File: src/rtl/pipe_red_pkg.sv
// pipe_red_pkg -- shared definitions for the pipelined reduction tree.
//
// Contents:
//   red_mode_e    : reduction mode selected at the top level
//   red_op_e      : operator actually applied by one tree level
//   calc_levels   : number of tree levels, ceil(log_group(width))
//   level_width   : vector width present after a given number of levels
//   level_op      : operator used by a given level for a given mode
//   op_identity   : identity value used to pad a short last group
package pipe_red_pkg;

    typedef enum logic [1:0] {
        RED_OR_AND = 2'd0,
        RED_AND    = 2'd1,
        RED_OR     = 2'd2,
        RED_XOR    = 2'd3
    } red_mode_e;

    typedef enum logic [1:0] {
        OP_OR  = 2'd0,
        OP_AND = 2'd1,
        OP_XOR = 2'd2
    } red_op_e;

    // Width remaining after 'level' reductions; each level divides by
    // the fan-in, rounding up because a short last group still produces
    // one result bit. Bounded loop keeps the function elaboration-friendly.
    function automatic int level_width(input int width, input int group,
                                       input int level);
        int n;
        n = width;
        for (int i = 0; i < 64; i++) begin
            if (i < level) begin
                n = (n + group - 1) / group;
            end
        end
        return n;
    endfunction

    function automatic int calc_levels(input int width, input int group);
        int n;
        int lv;
        n  = width;
        lv = 0;
        for (int i = 0; i < 64; i++) begin
            if (n > 1) begin
                n  = (n + group - 1) / group;
                lv = lv + 1;
            end
        end
        return lv;
    endfunction

    function automatic red_op_e level_op(input red_mode_e mode, input int level);
        red_op_e op;
        op = OP_OR;
        case (mode)
            RED_OR_AND: begin
                if (level == 0) begin
                    op = OP_OR;
                end else begin
                    op = OP_AND;
                end
            end
            RED_AND: op = OP_AND;
            RED_OR:  op = OP_OR;
            RED_XOR: op = OP_XOR;
            default: op = OP_OR;
        endcase
        return op;
    endfunction

    function automatic logic op_identity(input red_op_e op);
        return (op == OP_AND);
    endfunction

endpackage

File: src/rtl/pipe_red_tree_stage.sv
// pipe_red_stage -- one registered level of the reduction tree.
//
// Splits up_data into groups of GROUP adjacent bits starting at bit 0,
// pads the short last group with the identity of OP, reduces each group
// to one bit and registers the result together with the valid bit and tag.
// All registers load only when en=1 and clear on synchronous i_rst.
//
// Ports:
//   i_clk, i_rst         clock, synchronous active-high reset
//   en                   global advance enable (hold when 0)
//   up_valid/data/tag    item from the previous level (or the input)
//   dn_valid/data/tag    registered item presented to the next level
module pipe_red_stage
    import pipe_red_pkg::*;
#(
    parameter int      IN_W  = 8,
    parameter int      GROUP = 2,
    parameter red_op_e OP    = OP_OR,
    parameter int      TAG_W = 4,
    localparam int     OUT_W = (IN_W + GROUP - 1) / GROUP
) (
    input  logic             i_clk,
    input  logic             i_rst,
    input  logic             en,
    input  logic             up_valid,
    input  logic [IN_W-1:0]  up_data,
    input  logic [TAG_W-1:0] up_tag,
    output logic             dn_valid,
    output logic [OUT_W-1:0] dn_data,
    output logic [TAG_W-1:0] dn_tag
);

    localparam int   PAD_W = OUT_W * GROUP;
    localparam logic IDENT = op_identity(OP);

    logic [PAD_W-1:0] padded;
    logic [OUT_W-1:0] reduced;
    logic             acc;

    // Fill everything with the identity first, then overlay the real bits,
    // so the bits beyond IN_W act as neutral padding.
    always_comb begin
        padded            = {PAD_W{IDENT}};
        padded[IN_W-1:0]  = up_data;
    end

    always_comb begin
        reduced = '0;
        acc     = IDENT;
        for (int g = 0; g < OUT_W; g++) begin
            acc = IDENT;
            for (int b = 0; b < GROUP; b++) begin
                case (OP)
                    OP_AND:  acc = acc & padded[g*GROUP + b];
                    OP_XOR:  acc = acc ^ padded[g*GROUP + b];
                    default: acc = acc | padded[g*GROUP + b];
                endcase
            end
            reduced[g] = acc;
        end
    end

    // Bubbles are loaded like items (valid=0), so they are never collapsed.
    always_ff @(posedge i_clk) begin
        if (i_rst) begin
            dn_valid <= 1'b0;
            dn_data  <= '0;
            dn_tag   <= '0;
        end else if (en) begin
            dn_valid <= up_valid;
            dn_data  <= reduced;
            dn_tag   <= up_tag;
        end
    end

endmodule

File: src/rtl/pipe_red_tree.sv
// pipe_red_tree -- pipelined reduction tree with valid/ready flow control.
//
// Reduces a WIDTH-bit vector to one bit through LEVELS registered levels of
// fan-in GROUP. MODE selects the operator (RED_OR_AND: OR at level 0, AND
// above; otherwise one operator everywhere). A TAG_W sideband tag travels
// with each item.
//
// Handshake: an item moves across an interface on a clock edge where its
// valid and ready are both 1. The whole pipeline advances together on
// en = i_ready | ~o_valid, and o_ready = en; while o_valid=1 and i_ready=0
// every stage holds, so o_data/o_tag stay stable and no input is taken.
//
// Ports:
//   i_clk, i_rst            clock, synchronous active-high reset
//   i_valid, o_ready        upstream handshake
//   i_data [WIDTH], i_tag   item in
//   o_valid, i_ready        downstream handshake
//   o_data, o_tag           result and its tag
//   o_cnt [16]              results accepted downstream (only with
//                           PIPE_RED_CNT_EN defined; wraps, cleared by reset)
module pipe_red_tree
    import pipe_red_pkg::*;
#(
    parameter int        WIDTH = 8,
    parameter int        GROUP = 2,
    parameter red_mode_e MODE  = RED_OR_AND,
    parameter int        TAG_W = 4
) (
    input  logic             i_clk,
    input  logic             i_rst,
    input  logic             i_valid,
    output logic             o_ready,
    input  logic [WIDTH-1:0] i_data,
    input  logic [TAG_W-1:0] i_tag,
    output logic             o_valid,
    input  logic             i_ready,
    output logic             o_data,
    output logic [TAG_W-1:0] o_tag
`ifdef PIPE_RED_CNT_EN
    ,
    output logic [15:0]      o_cnt
`endif
);

    localparam int LEVELS = calc_levels(WIDTH, GROUP);

    logic en;

    assign en      = i_ready | ~o_valid;
    assign o_ready = en;

    for (genvar k = 0; k < LEVELS; k++) begin : g_lvl
        localparam int      IN_W  = level_width(WIDTH, GROUP, k);
        localparam int      OUT_W = level_width(WIDTH, GROUP, k + 1);
        localparam red_op_e OP    = level_op(MODE, k);

        logic             up_valid;
        logic [IN_W-1:0]  up_data;
        logic [TAG_W-1:0] up_tag;
        logic             dn_valid;
        logic [OUT_W-1:0] dn_data;
        logic [TAG_W-1:0] dn_tag;

        if (k == 0) begin : g_first
            // Loading i_valid under en is exactly "accepted = i_valid & o_ready".
            assign up_valid = i_valid;
            assign up_data  = i_data;
            assign up_tag   = i_tag;
        end else begin : g_next
            assign up_valid = g_lvl[k-1].dn_valid;
            assign up_data  = g_lvl[k-1].dn_data;
            assign up_tag   = g_lvl[k-1].dn_tag;
        end

        pipe_red_stage #(
            .IN_W  (IN_W),
            .GROUP (GROUP),
            .OP    (OP),
            .TAG_W (TAG_W)
        ) u_stage (
            .i_clk    (i_clk),
            .i_rst    (i_rst),
            .en       (en),
            .up_valid (up_valid),
            .up_data  (up_data),
            .up_tag   (up_tag),
            .dn_valid (dn_valid),
            .dn_data  (dn_data),
            .dn_tag   (dn_tag)
        );
    end

    assign o_valid = g_lvl[LEVELS-1].dn_valid;
    assign o_data  = g_lvl[LEVELS-1].dn_data[0];
    assign o_tag   = g_lvl[LEVELS-1].dn_tag;

`ifdef PIPE_RED_CNT_EN
    logic [15:0] cnt_q;

    always_ff @(posedge i_clk) begin
        if (i_rst) begin
            cnt_q <= 16'd0;
        end else if (o_valid & i_ready) begin
            cnt_q <= cnt_q + 16'd1;
        end
    end

    assign o_cnt = cnt_q;
`endif

endmodule
File: config.mk
export PLATFORM = sky130hd
export DESIGN_NAME = pipe_red_tree
export DESIGN_NICKNAME = d
export VERILOG_FILES = /design/src/rtl/pipe_red_pkg.sv /design/src/rtl/pipe_red_tree_stage.sv /design/src/rtl/pipe_red_tree.sv
export SDC_FILE = /design/constraint.sdc
export NUM_CORES = 1
export LEC_CHECK = 0
export CORE_UTILIZATION = 30
export DETAILED_ROUTE_END_ITERATION = 7
export SETUP_SLACK_MARGIN = 0.02
export SLEW_MARGIN = 20
export SYNTH_ARGS = -nofsm -noshare
export SYNTH_HDL_FRONTEND = slang
export SYNTH_HIERARCHICAL = 1
export SYNTH_SLANG_ARGS = --single-unit
File: constraint.sdc
create_clock -name i_clk -period 1.2 [get_ports i_clk]
set_clock_uncertainty 0.05 [all_clocks]
set_input_delay 0.24 -clock i_clk [delete_from_list [all_inputs] [get_ports i_clk]]
set_output_delay 0.24 -clock i_clk [all_outputs]
set_load 0.02 [all_outputs]
After elaboration in Yosys (flattened, before gate mapping) --
Cells that the tools add are included. W data, S select, Z words.
Operators by class: bitwise gates (word level) 9
Operators by type and width (number):
- $or A1 B1 Y1 | 5
- $and A1 B1 Y1 | 3
- $not A1 Y1 | 1
Storage, ports and cells: bits in registers 22, output and inout bits 7

Depth between registers and ports, before layout --
Gate-level depths: netlist (run 1).
word-level depth 2, mapped depth 4

By module --
The synthesis (run 1) kept the hierarchy.
Modules (own cells, without submodules):
- pipe_red_stage at g_lvl[0].u_stage | area each 331.6 um^2, instances 1, cells an instance 33
- pipe_red_stage at g_lvl[1].u_stage | area each 252.7 um^2, instances 1, cells an instance 24
- pipe_red_stage at g_lvl[2].u_stage | area each 220.2 um^2, instances 1, cells an instance 20
- pipe_red_tree | area each 6.3 um^2, instances 1, cells an instance 1

Worst setup path after synthesis (run 1) --
No wires, ideal clock.
path kind reg-to-reg, from register g_lvl[2].u_stage.dn_valid, to register g_lvl[0].u_stage.dn_tag[0], library setup time 0.128 ns, clock period less this slack 1.334 ns, stages on the path, launching flop included 5, data arrival time 1.157 ns, slack -0.134 ns, path through dfxtp_1 > nand2b_1 > buf_6 > mux2i_1 > nor2_1
Between the ends: longest elaborated chain between the ends 2
RTL lines:
- start, declared | line pipe_red_tree_stage.sv:28 | output logic dn_valid,
- start signal, assigned | line pipe_red_tree_stage.sv:70 | dn_valid <= up_valid;
- $not A1 Y1 | line pipe_red_tree.sv:49 | assign en = i_ready | ~o_valid;
- $or A1 B1 Y1 | line pipe_red_tree.sv:49
- named net o_ready | line pipe_red_tree.sv:32 | output logic o_ready,
- end signal, assigned | line pipe_red_tree_stage.sv:72 | dn_tag <= up_tag;
- end, declared | line pipe_red_tree_stage.sv:30 | output logic [TAG_W-1:0] dn_tag
The timed path passes the listed nets, and every way through them passes these cells. A chain may end at the register's enable or synchronous reset.

Final worst setup path (run 1) --
from register g_lvl[2].u_stage.dn_valid, to output o_ready
Between the ends: longest elaborated chain between the ends 2
RTL lines (line):
- $not A1 Y1 | pipe_red_tree.sv:49
- $or A1 B1 Y1 | pipe_red_tree.sv:49
- end, declared | pipe_red_tree.sv:32
No other way between the ends.

==> results_dict.tcl, run 1 <==
set metrics [dict create \
    outcome "complete, no violations" \
    syn_area_um2 811 \
    wl_per_cell_um 10.1 \
    overflow 0 \
    clock.fmax_mhz 855 \
    ctsHoldBuffers 0 \
    cts_root_buf "clkbuf_4" \
    synth.mux.area_fraction 0.185 \
    synth-main-ff-cell "dfxtp_1" \
    portBuffers 22 \
    setup_violations 0 \
    crit_path_start "g_lvl[2].u_stage/dn_valid" \
    antenna_left 0 \
    power_density_nw_per_um2 1220 \
    die_area_um2 2910 \
    postSynthAreaPerCell_um2 10.4 \
    diodes 0 \
    dp_hpwl_um 905 \
    max-cap-violations 0 \
    fp.dieW_um 54.0 \
    yosysTopAreaCell "dfxtp_1" \
    path_max_fanout 3 \
    synth_top_family_by_area "multiplexers" \
    critPathMaxStageDelay_ns 0.38 \
    synth-edff-count 0 \
    core-area_um2 2520 \
    rows 18 \
    placed_area_um2 1070 \
    slew_headroom 0.856 \
    worstMarginPinSlew_ns 0.216 \
    drt-total-wl_um 1340 \
    synthArstFlopShare 0 \
    total_leakage_power_nw 0.534 \
    path_clk_slew_ns 0.12 \
    required_ns 0.91 \
    synth_area_leaders "dfxtp_1 54%, mux2i_1 19%, nor2_1 10%, buf_6 4.2%, nand2b_1 3.1%" \
    cts_setup_buffers 0 \
    netlist_instances 78 \
    p_total_mw 1.32 \
    cts_buffers 3 \
    cp_top_family "flip-flops" \
    fill_cells 259 \
    cp_slowest_cell "dfxtp_2" \
    cts_tree "built" \
    clock_latency_ns 0.30 \
    synth_top_area_frac 0.543 \
    ys_types 12 \
    die_height_um 54.0 \
    avgViaCountPerCell 4.48 \
    synth_compound_area_frac 0.0664 \
    syn_nets 94 \
    drt-initial-drc-count 0 \
    hold_path_class "register to register" \
    slew_violations 0 \
    fin_ws_ns 0.0304 \
    worstSetupPathType "register to output pin" \
    grt_pass1_wl_um 2100 \
    ys_seq_elements 22 \
    clock_sinks 22 \
    utilization 0.429 \
    vias 591 \
    timing.hold.ws_ns 0.437 \
    synth_fa_ha_area_frac 0 \
    grt_usage 0.104 \
    ir_worst_vdd_v 0.000717 \
    route.detailed.drc 0 \
    final_area_um2 1080 \
    finalCritPeriodShare 0.975 \
    place.gp.congestion 0.702 \
    nets 119 \
    crit_arrival_ns 0.88 \
    antenna_found_initial 0 \
    period_needed_ns 1.17 \
    hp-start "g_lvl[2].u_stage/dn_data" \
    stdcell_count 132 \
    yosys.area_share.simple 0.159 \
    initial_core_util 0.321 \
    yosysSeqAreaShare 0.543 \
    grt_setup_unrepaired "true" \
    place_ws_ns -0.498 \
    hold_viol_final 0 \
    syn_to_final_growth_pct 33.3 \
    crit_buf_inv 1 \
    startpoint_type "register" \
    layout-drive-gt1-share 0.176 \
    rr_startpoint "g_lvl[2].u_stage/dn_valid" \
    grt_max_degree 30 \
    fin_setup_tns_ns 0 \
    first_global_vias 513 \
    clockBufferDepth 2 \
    yosys_warnings 6 \
    num_io_pins 23 \
    path_cells "nand2b_4 -> buf_6" \
    synth_xor_area_frac 0 \
    htree_levels 1 \
    synth.top_cells.by_count "22 x dfxtp_1, 22 x nor2_1, 15 x mux2i_1" \
    cp-end-kind "output pin" \
    placed_cells 128 \
    first_pass_iters 1 \
]
==> placed cells by master, fill, tap and decap left out, drive strengths merged <==
cell type	netlist	routed
a21oi	3	3
clkdlybuf4s50	0	14
clkbuf	1	4
a211oi	4	4
dfxtp	22	22
nor2	23	23
nand3	3	3
nand2b	4	4
mux2i	15	15
buf	3	9
dlygate4sd2	0	1
==> per-layer routing <==
metal,global-route usage,up-vias,wire length [um]
li1,-,310,-
met1,0.122,266,636
met2,0.156,13,611
met3,0.0508,2,70
met4,0.0513,0,17
met5,0,-,0
==> where the power goes <==
part,switching (mW),leakage [nW],internal [mW]
Sequential,0.0172,0.182,0.765
Combinational,0.0510,0.331,0.0822
Clock,0.216,0.0210,0.185
Total,0.284,0.534,1.03
==> state kept, by name, indices dropped and copies added, names as in the netlist <==
register                cells
g_lvl.u_stage/dn_data       7
g_lvl.u_stage/dn_tag       12
g_lvl.u_stage/dn_valid      3
==> final cells by class <==
type,count,area (um2),share of cell area
tap,30,37.5,0.0347
clock buffer,4,36.3,0.0336
sequential,22,442,0.409
multi-input combinational,52,340,0.315
timing repair buffer,24,225,0.208
==> tightest hold or removal path, cell delays in order (launching register included) <==
cell	delay, ns
dfxtp_1	0.33
nand2b_1	0.08
a21oi_2	0.05
==> worst paths after layout <==
check | cells past startpoint | end | slack [ns]
max | 2 | o_ready | 0.03
min | 2 | g_lvl[2].u_stage/dn_data | 0.44
max reg2reg | 4 | g_lvl[0].u_stage/dn_data[1] | 0.10
min reg2reg | 2 | g_lvl[2].u_stage/dn_data | 0.44
==> timing repair <==
| item | CTS | global route |
|---|---|---|
| setup endpoints to repair | 29 | 13 |
| endpoints found under the hold margin | 0 | 0 |
| resized for setup | 33 | 1 |
==> kinds of logic (layout without fill, tap and decap cells) <==
| logic type | Yosys count | in the layout |
|---|---|---|
| compound gates | 7 | 7 |
| mux | 15 | 15 |
| buf+inv | 4 | 28 |
| simple gates | 30 | 30 |
| flops | 22 | 22 |
Power figures use the tool's default switching activity.
==> run 2, diff against run 1 <==
--- a/config.mk
+++ b/config.mk
@@ -7,6 +7,7 @@
 export LEC_CHECK = 0
 export CORE_UTILIZATION = 30
 export DETAILED_ROUTE_END_ITERATION = 7
+export GPL_ROUTABILITY_DRIVEN = 1
 export SETUP_SLACK_MARGIN = 0.02
 export SLEW_MARGIN = 20
 export SYNTH_ARGS = -nofsm -noshare
==> results of run 2 <==
The final DEF is identical to that of run 1; final timing and power are the same.
